File: src/rtl/reg_file_alu_pkg.sv
// reg_file_alu_pkg: shared opcode encoding for the register-file/ALU pipeline
package reg_file_alu_pkg;
   localparam int OP_W = 3;
   typedef enum logic [OP_W-1:0] {
      OP_PASS_A = 3'b000,
      OP_PASS_B = 3'b001,
      OP_ADD    = 3'b010,
      OP_SUB    = 3'b011,
      OP_AND    = 3'b100,
      OP_OR     = 3'b101,
      OP_XOR    = 3'b110,
      OP_SHL    = 3'b111
   } alu_op_t;
endpackage

File: src/rtl/reg_file_alu_pipe_alu_core.sv
// alu_core: combinational 8-operation ALU with Z/N/C/V flags
module alu_core
   import reg_file_alu_pkg::*;
#(
   parameter int DATA_W = 8
) (
   input  logic [DATA_W-1:0] a,
   input  logic [DATA_W-1:0] b,
   input  alu_op_t           op,
   output logic [DATA_W-1:0] y,
   output logic              z,
   output logic              n,
   output logic              c,
   output logic              v
);
   logic [DATA_W-1:0]   w_bx;
   logic [DATA_W:0]     w_sum;
   logic [2*DATA_W-1:0] w_shl;
   logic                w_arith;
   always_comb begin
      w_bx    = (op == OP_SUB) ? ~b : b;
      w_sum   = {1'b0, a} + {1'b0, w_bx} + {{DATA_W{1'b0}}, op == OP_SUB};
      // the bit landing just above the word is the last one shifted out
      w_shl   = {{DATA_W{1'b0}}, a} << b[2:0];
      w_arith = (op == OP_ADD) || (op == OP_SUB);
      case (op)
         OP_PASS_A: y = a;
         OP_PASS_B: y = b;
         OP_ADD,
         OP_SUB:    y = w_sum[DATA_W-1:0];
         OP_AND:    y = a & b;
         OP_OR:     y = a | b;
         OP_XOR:    y = a ^ b;
         OP_SHL:    y = w_shl[DATA_W-1:0];
         default:   y = '0;
      endcase
      z = (y == '0);
      n = y[DATA_W-1];
      c = w_arith ? w_sum[DATA_W] : (op == OP_SHL) ? w_shl[DATA_W] : 1'b0;
      v = w_arith && (a[DATA_W-1] == w_bx[DATA_W-1]) && (w_sum[DATA_W-1] != a[DATA_W-1]);
   end
endmodule

File: src/rtl/reg_file_alu_pipe.sv
// reg_file_alu_pipe: register file feeding a 2-stage ALU pipeline with
// optional write-back and a one-deep bypass from stage 2 into stage 1.
module reg_file_alu_pipe
   import reg_file_alu_pkg::*;
#(
   parameter int DATA_W = 8,
   parameter int ADDR_W = 4
) (
   input  logic              clk,
   input  logic              reset,
   input  logic              in_valid,
   input  logic [ADDR_W-1:0] rs1,
   input  logic [ADDR_W-1:0] rs2,
   input  logic [ADDR_W-1:0] rd,
   input  logic [DATA_W-1:0] imm,
   input  logic              alu_src,
   input  alu_op_t           alu_op,
   input  logic              wb_en,
   output logic [DATA_W-1:0] result,
   output logic              result_valid,
   output logic              flag_z,
   output logic              flag_n,
   output logic              flag_c,
   output logic              flag_v
);
   localparam int DEPTH = 2**ADDR_W;
   logic [DATA_W-1:0] r_rf [DEPTH];
   logic [DATA_W-1:0] r_a, r_b;
   logic [ADDR_W-1:0] r_rd;
   logic              r_wb, r_v1;
   alu_op_t           r_op;
   logic [DATA_W-1:0] w_y, w_a, w_b;
   logic              w_z, w_n, w_c, w_v, w_wr;
   assign w_wr = r_v1 && r_wb;
   // the write landing at this edge is not yet in the array, so forward it
   assign w_a  = (w_wr && rs1 == r_rd) ? w_y : r_rf[rs1];
   assign w_b  = alu_src ? imm : (w_wr && rs2 == r_rd) ? w_y : r_rf[rs2];
   alu_core #(.DATA_W(DATA_W)) u_alu (
      .a(r_a), .b(r_b), .op(r_op), .y(w_y), .z(w_z), .n(w_n), .c(w_c), .v(w_v)
   );
   always_ff @(posedge clk or posedge reset) begin
      if (reset) begin
         for (int i = 0; i < DEPTH; i++) r_rf[i] <= '0;
         r_a          <= '0;
         r_b          <= '0;
         r_rd         <= '0;
         r_wb         <= 1'b0;
         r_op         <= OP_PASS_A;
         r_v1         <= 1'b0;
         result       <= '0;
         result_valid <= 1'b0;
         flag_z       <= 1'b0;
         flag_n       <= 1'b0;
         flag_c       <= 1'b0;
         flag_v       <= 1'b0;
      end else begin
         r_a          <= w_a;
         r_b          <= w_b;
         r_rd         <= rd;
         r_wb         <= wb_en;
         r_op         <= alu_op;
         r_v1         <= in_valid;
         result_valid <= r_v1;
         if (r_v1) begin
            result <= w_y;
            flag_z <= w_z;
            flag_n <= w_n;
            flag_c <= w_c;
            flag_v <= w_v;
         end
         if (w_wr) r_rf[r_rd] <= w_y;
      end
   end
endmodule

File: config.mk
export PLATFORM = sky130hd
export DESIGN_NAME = reg_file_alu_pipe
export DESIGN_NICKNAME = d
export VERILOG_FILES = /design/src/rtl/reg_file_alu_pkg.sv /design/src/rtl/reg_file_alu_pipe_alu_core.sv /design/src/rtl/reg_file_alu_pipe.sv
export SDC_FILE = /design/constraint.sdc
export NUM_CORES = 1
export LEC_CHECK = 0
export CAP_MARGIN = 20
export CORE_MARGIN = 5
export CORE_UTILIZATION = 62
export DETAILED_ROUTE_END_ITERATION = 8
export HOLD_SLACK_MARGIN = 0.02
export PLACE_DENSITY = 0.87
export SLEW_MARGIN = 20
export SYNTH_ARGS = -nofsm -noshare
export SYNTH_HDL_FRONTEND = slang
export SYNTH_SLANG_ARGS = --single-unit
File: constraint.sdc
create_clock -name clk -period 5.7 [get_ports clk]
set_input_delay 0.855 -clock clk [delete_from_list [all_inputs] [get_ports clk]]
set_output_delay 0.855 -clock clk [all_outputs]
set_load 0.01 [all_outputs]
==> impl_metrics.yaml <==
sta:
  fin_setup_tns_ns: 0
  max_slew_margin: 0.181
  finalMaxSlewViolations: 0
  min_period_ns: 4.43
  final_hold_viol_count: 0
  fin_skew_ns: 0.0101
  setup_violations: 0
  fin_crit_sh: 0.778
  worstMarginPinSlew_ns: 1.22
  max_freq_mhz: 226
  grt_setup_unrepaired: "false"
setup_path:
  critPathLaunch: "r_op[2]"
  r2r_cells: 10
  crit_path_end_kind: "flip-flop"
  r2r-end: "flag_z"
  crit_type: "flip-flop to flip-flop"
  cp-start-kind: "flip-flop"
  critical_path_arrival_ns: 4.76
  required_ns: 6.02
  crit_fanout: 27
  r2r-start: "r_op[2]"
  r2r_slack_ns: 1.27
grt:
  grt_pass1_wl_um: 40000
  antenna_found_initial: 0
  grt_pass1_vias: 7083
  grt_max_degree: 76
  grt_overflow: 0
  grt_usage: 0.290
placed_design:
  place_inst: 939
  port_buffers: 40
  gp_congestion: 0.939
  dp_hpwl_um: 16800
  place_area_um2: 10200
synth:
  ys_ff_latch: 165
  syn_area_per_cell_um2: 13.2
  synth_edf_count: 0
  yosysUniqueCellTypes: 62
  ys_seq_area_frac: 0.426
  mappedNetlistArea_um2: 9690
  async_reset_ff_frac: 1.00
  ys.flop_type: "dfrtp_1"
  synthesis.nets: 785
  syn_inst: 731
  ys_warn_count: 0
cells_and_area:
  area_delta_synth_final_pct: 10.9
  fin_nets: 801
  drive_above_1_share: 0.362
  layout_commonest_cell: "dfrtp_1"
  post-route-util: 0.704
  fin_cells: 971
  final_area_um2: 10700
  fillers: 1028
  diodes: 0
  final_cell_mix: "dfrtp_1, mux2_2, mux4_2"
clock_tree:
  clkLatencyLatePin_ns: 0.43
  cts_tree: "done"
  cts_hold_buf: 0
  cts.sink_count: 165
  h-tree-depth: 4
  post_cts_buffers: 0
  cts.repair.resized: 0
  clockBufferDepth: 2
  path_clk_slew_ns: 0.07
  cts_root_buf: "clkbuf_16"
  numCtsBuffers: 17
floorplan:
  die_w_um: 135
  die_area_um2: 18200
  rows: 45
  pin_count: 41
  core_um2: 15300
  initial_core_util: 0.635
  die_y_um: 135
pwr:
  total_power_uw: 3930
  clockPowerShare: 0.274
  power.leakage_uw: 0.00464
  p_comb_frac: 0.290
  p_int_uw: 2660
  vdd_drop_max_mv: 0.239
  swShare: 0.324
  power_switching_uw: 1270
  pwr_density_cell_nw_per_um2: 366
  seqPwrFrac: 0.435
detailed_routing:
  drc: 0
  first_pass_iters: 5
  ant_nets: 0
  wl_per_cell_um: 25.8
  drt_iter0_drc: 747
  routed_wl_um: 25000
  detail_route.vias_per_cell: 6.98
  via_count: 6779
min_path:
  whs_path_depth: 1
  min_path_type: "flip-flop to flip-flop"
  holdPathEnd: "flag_v"
  worstHoldStart: "flag_v"
job:
  cap_viol_max_count: 0
run_status:
  status: "completed"
[routing by layer]
metal,wire length (um),track usage,vias up
met3,1870,0.0574,101
met1,9370,0.370,3467
li1,-,-,2810
met4,1210,0.136,0
met2,12600,0.482,401
met5,0,0,-
[through the flow]
| stage | hold WS, ns | worst slack, ns |
|---|---|---|
| CTS | 0.510 | 1.30 |
| finish | 0.505 | 1.27 |
| detailed placement | 0.495 | 1.33 |
| floorplan | 0.352 | 0.383 |
| global route | 0.523 | 0.988 |
| global placement | 0.481 | 1.50 |
[area by class of cell]
| type | count | area [um^2] | share of cell area |
|---|---|---|---|
| multi-input cells | 491 | 5250 | 0.489 |
| flip-flops and latches | 165 | 4130 | 0.384 |
| repair buffers | 50 | 463 | 0.0431 |
| clock buffers | 20 | 447 | 0.0416 |
| well taps | 211 | 264 | 0.0246 |
| clock inverters | 12 | 95.1 | 0.00885 |
| inverters | 22 | 87.6 | 0.00816 |
[cell usage after synthesis, drive strengths merged (2+ instances only)]
cell type,instances,share of area
nor3,8,0.0041
mux2i,12,0.012
buf,28,0.014
a31oi,4,0.0026
a21o,3,0.0023
o211ai,5,0.0039
nand4,6,0.0039
and2,5,0.0032
o32a,3,0.0031
nor2,26,0.010
inv,21,0.0081
ha,25,0.032
mux4,79,0.18
a221oi,3,0.0027
or2,3,0.0019
dfrtp,165,0.43
a2bb2oi,2,0.0018
and3,2,0.0013
o21a,4,0.0031
nand2b,10,0.0065
clkbuf,25,0.0097
o31ai,7,0.0054
nand3,9,0.0047
a211oi,4,0.0031
or3,3,0.0019
xnor2,14,0.013
a21oi,17,0.0088
o21ai,17,0.0088
xor2,4,0.0036
nand3b,3,0.0023
nor2b,11,0.0071
mux2,139,0.16
nand2,39,0.015
o221ai,2,0.0018
[power by group through the flow]
stage | Combinational, uW | Sequential [uW] | Clock [uW]
6_report | 1140 | 1710 | 1080
5_1_grt | 1230 | 1740 | 1130
4_1_cts | 1140 | 1700 | 1080
3_5_place_dp | 1130 | 1720 | 0
3_3_place_gp | 1080 | 1680 | 0
2_1_floorplan | 880 | 1620 | 0
[flip-flops by register name, summed over array words and instances, names as in the netlist]
| signal | flops |
|---|---|
| flag_c | 1 |
| flag_v | 1 |
| flag_z | 1 |
| r_a | 8 |
| r_b | 8 |
| r_op | 3 |
| r_rd | 4 |
| r_rf | 128 |
| r_v1 | 1 |
| r_wb | 1 |
| result | 8 |
| result_valid | 1 |
[worst max path at each step]
stage               depth (start not counted)  endpoint
floorplan                                   1    flag_c
global placement                           10    flag_z
detailed placement                         10    flag_z
CTS                                        10    flag_z
global route                               10    flag_z
finish                                     10    flag_z
[critical path: stages (launching register included)]
cell	delay [ns]
dfrtp_1	0.88
clkinv_1	0.41
nand3_1	0.43
xnor2_1	0.17
fa_1	0.44
xor2_1	0.18
a221oi_1	0.25
a31oi_1	0.08
o32a_1	0.61
or4_4	0.60
o41ai_2	0.28
[logic make-up after synthesis]
family,count (synthesis),synth area share
AOI/OAI and AO/OA,85,0.0634
xor gates and xnor gates,18,0.0163
adders and majority gates,26,0.0344
buffers and inverters,75,0.0323
DFF,165,0.426
muxes,230,0.358
and+or+nand+nor,132,0.0696
(Power assumes the default switching activity.)
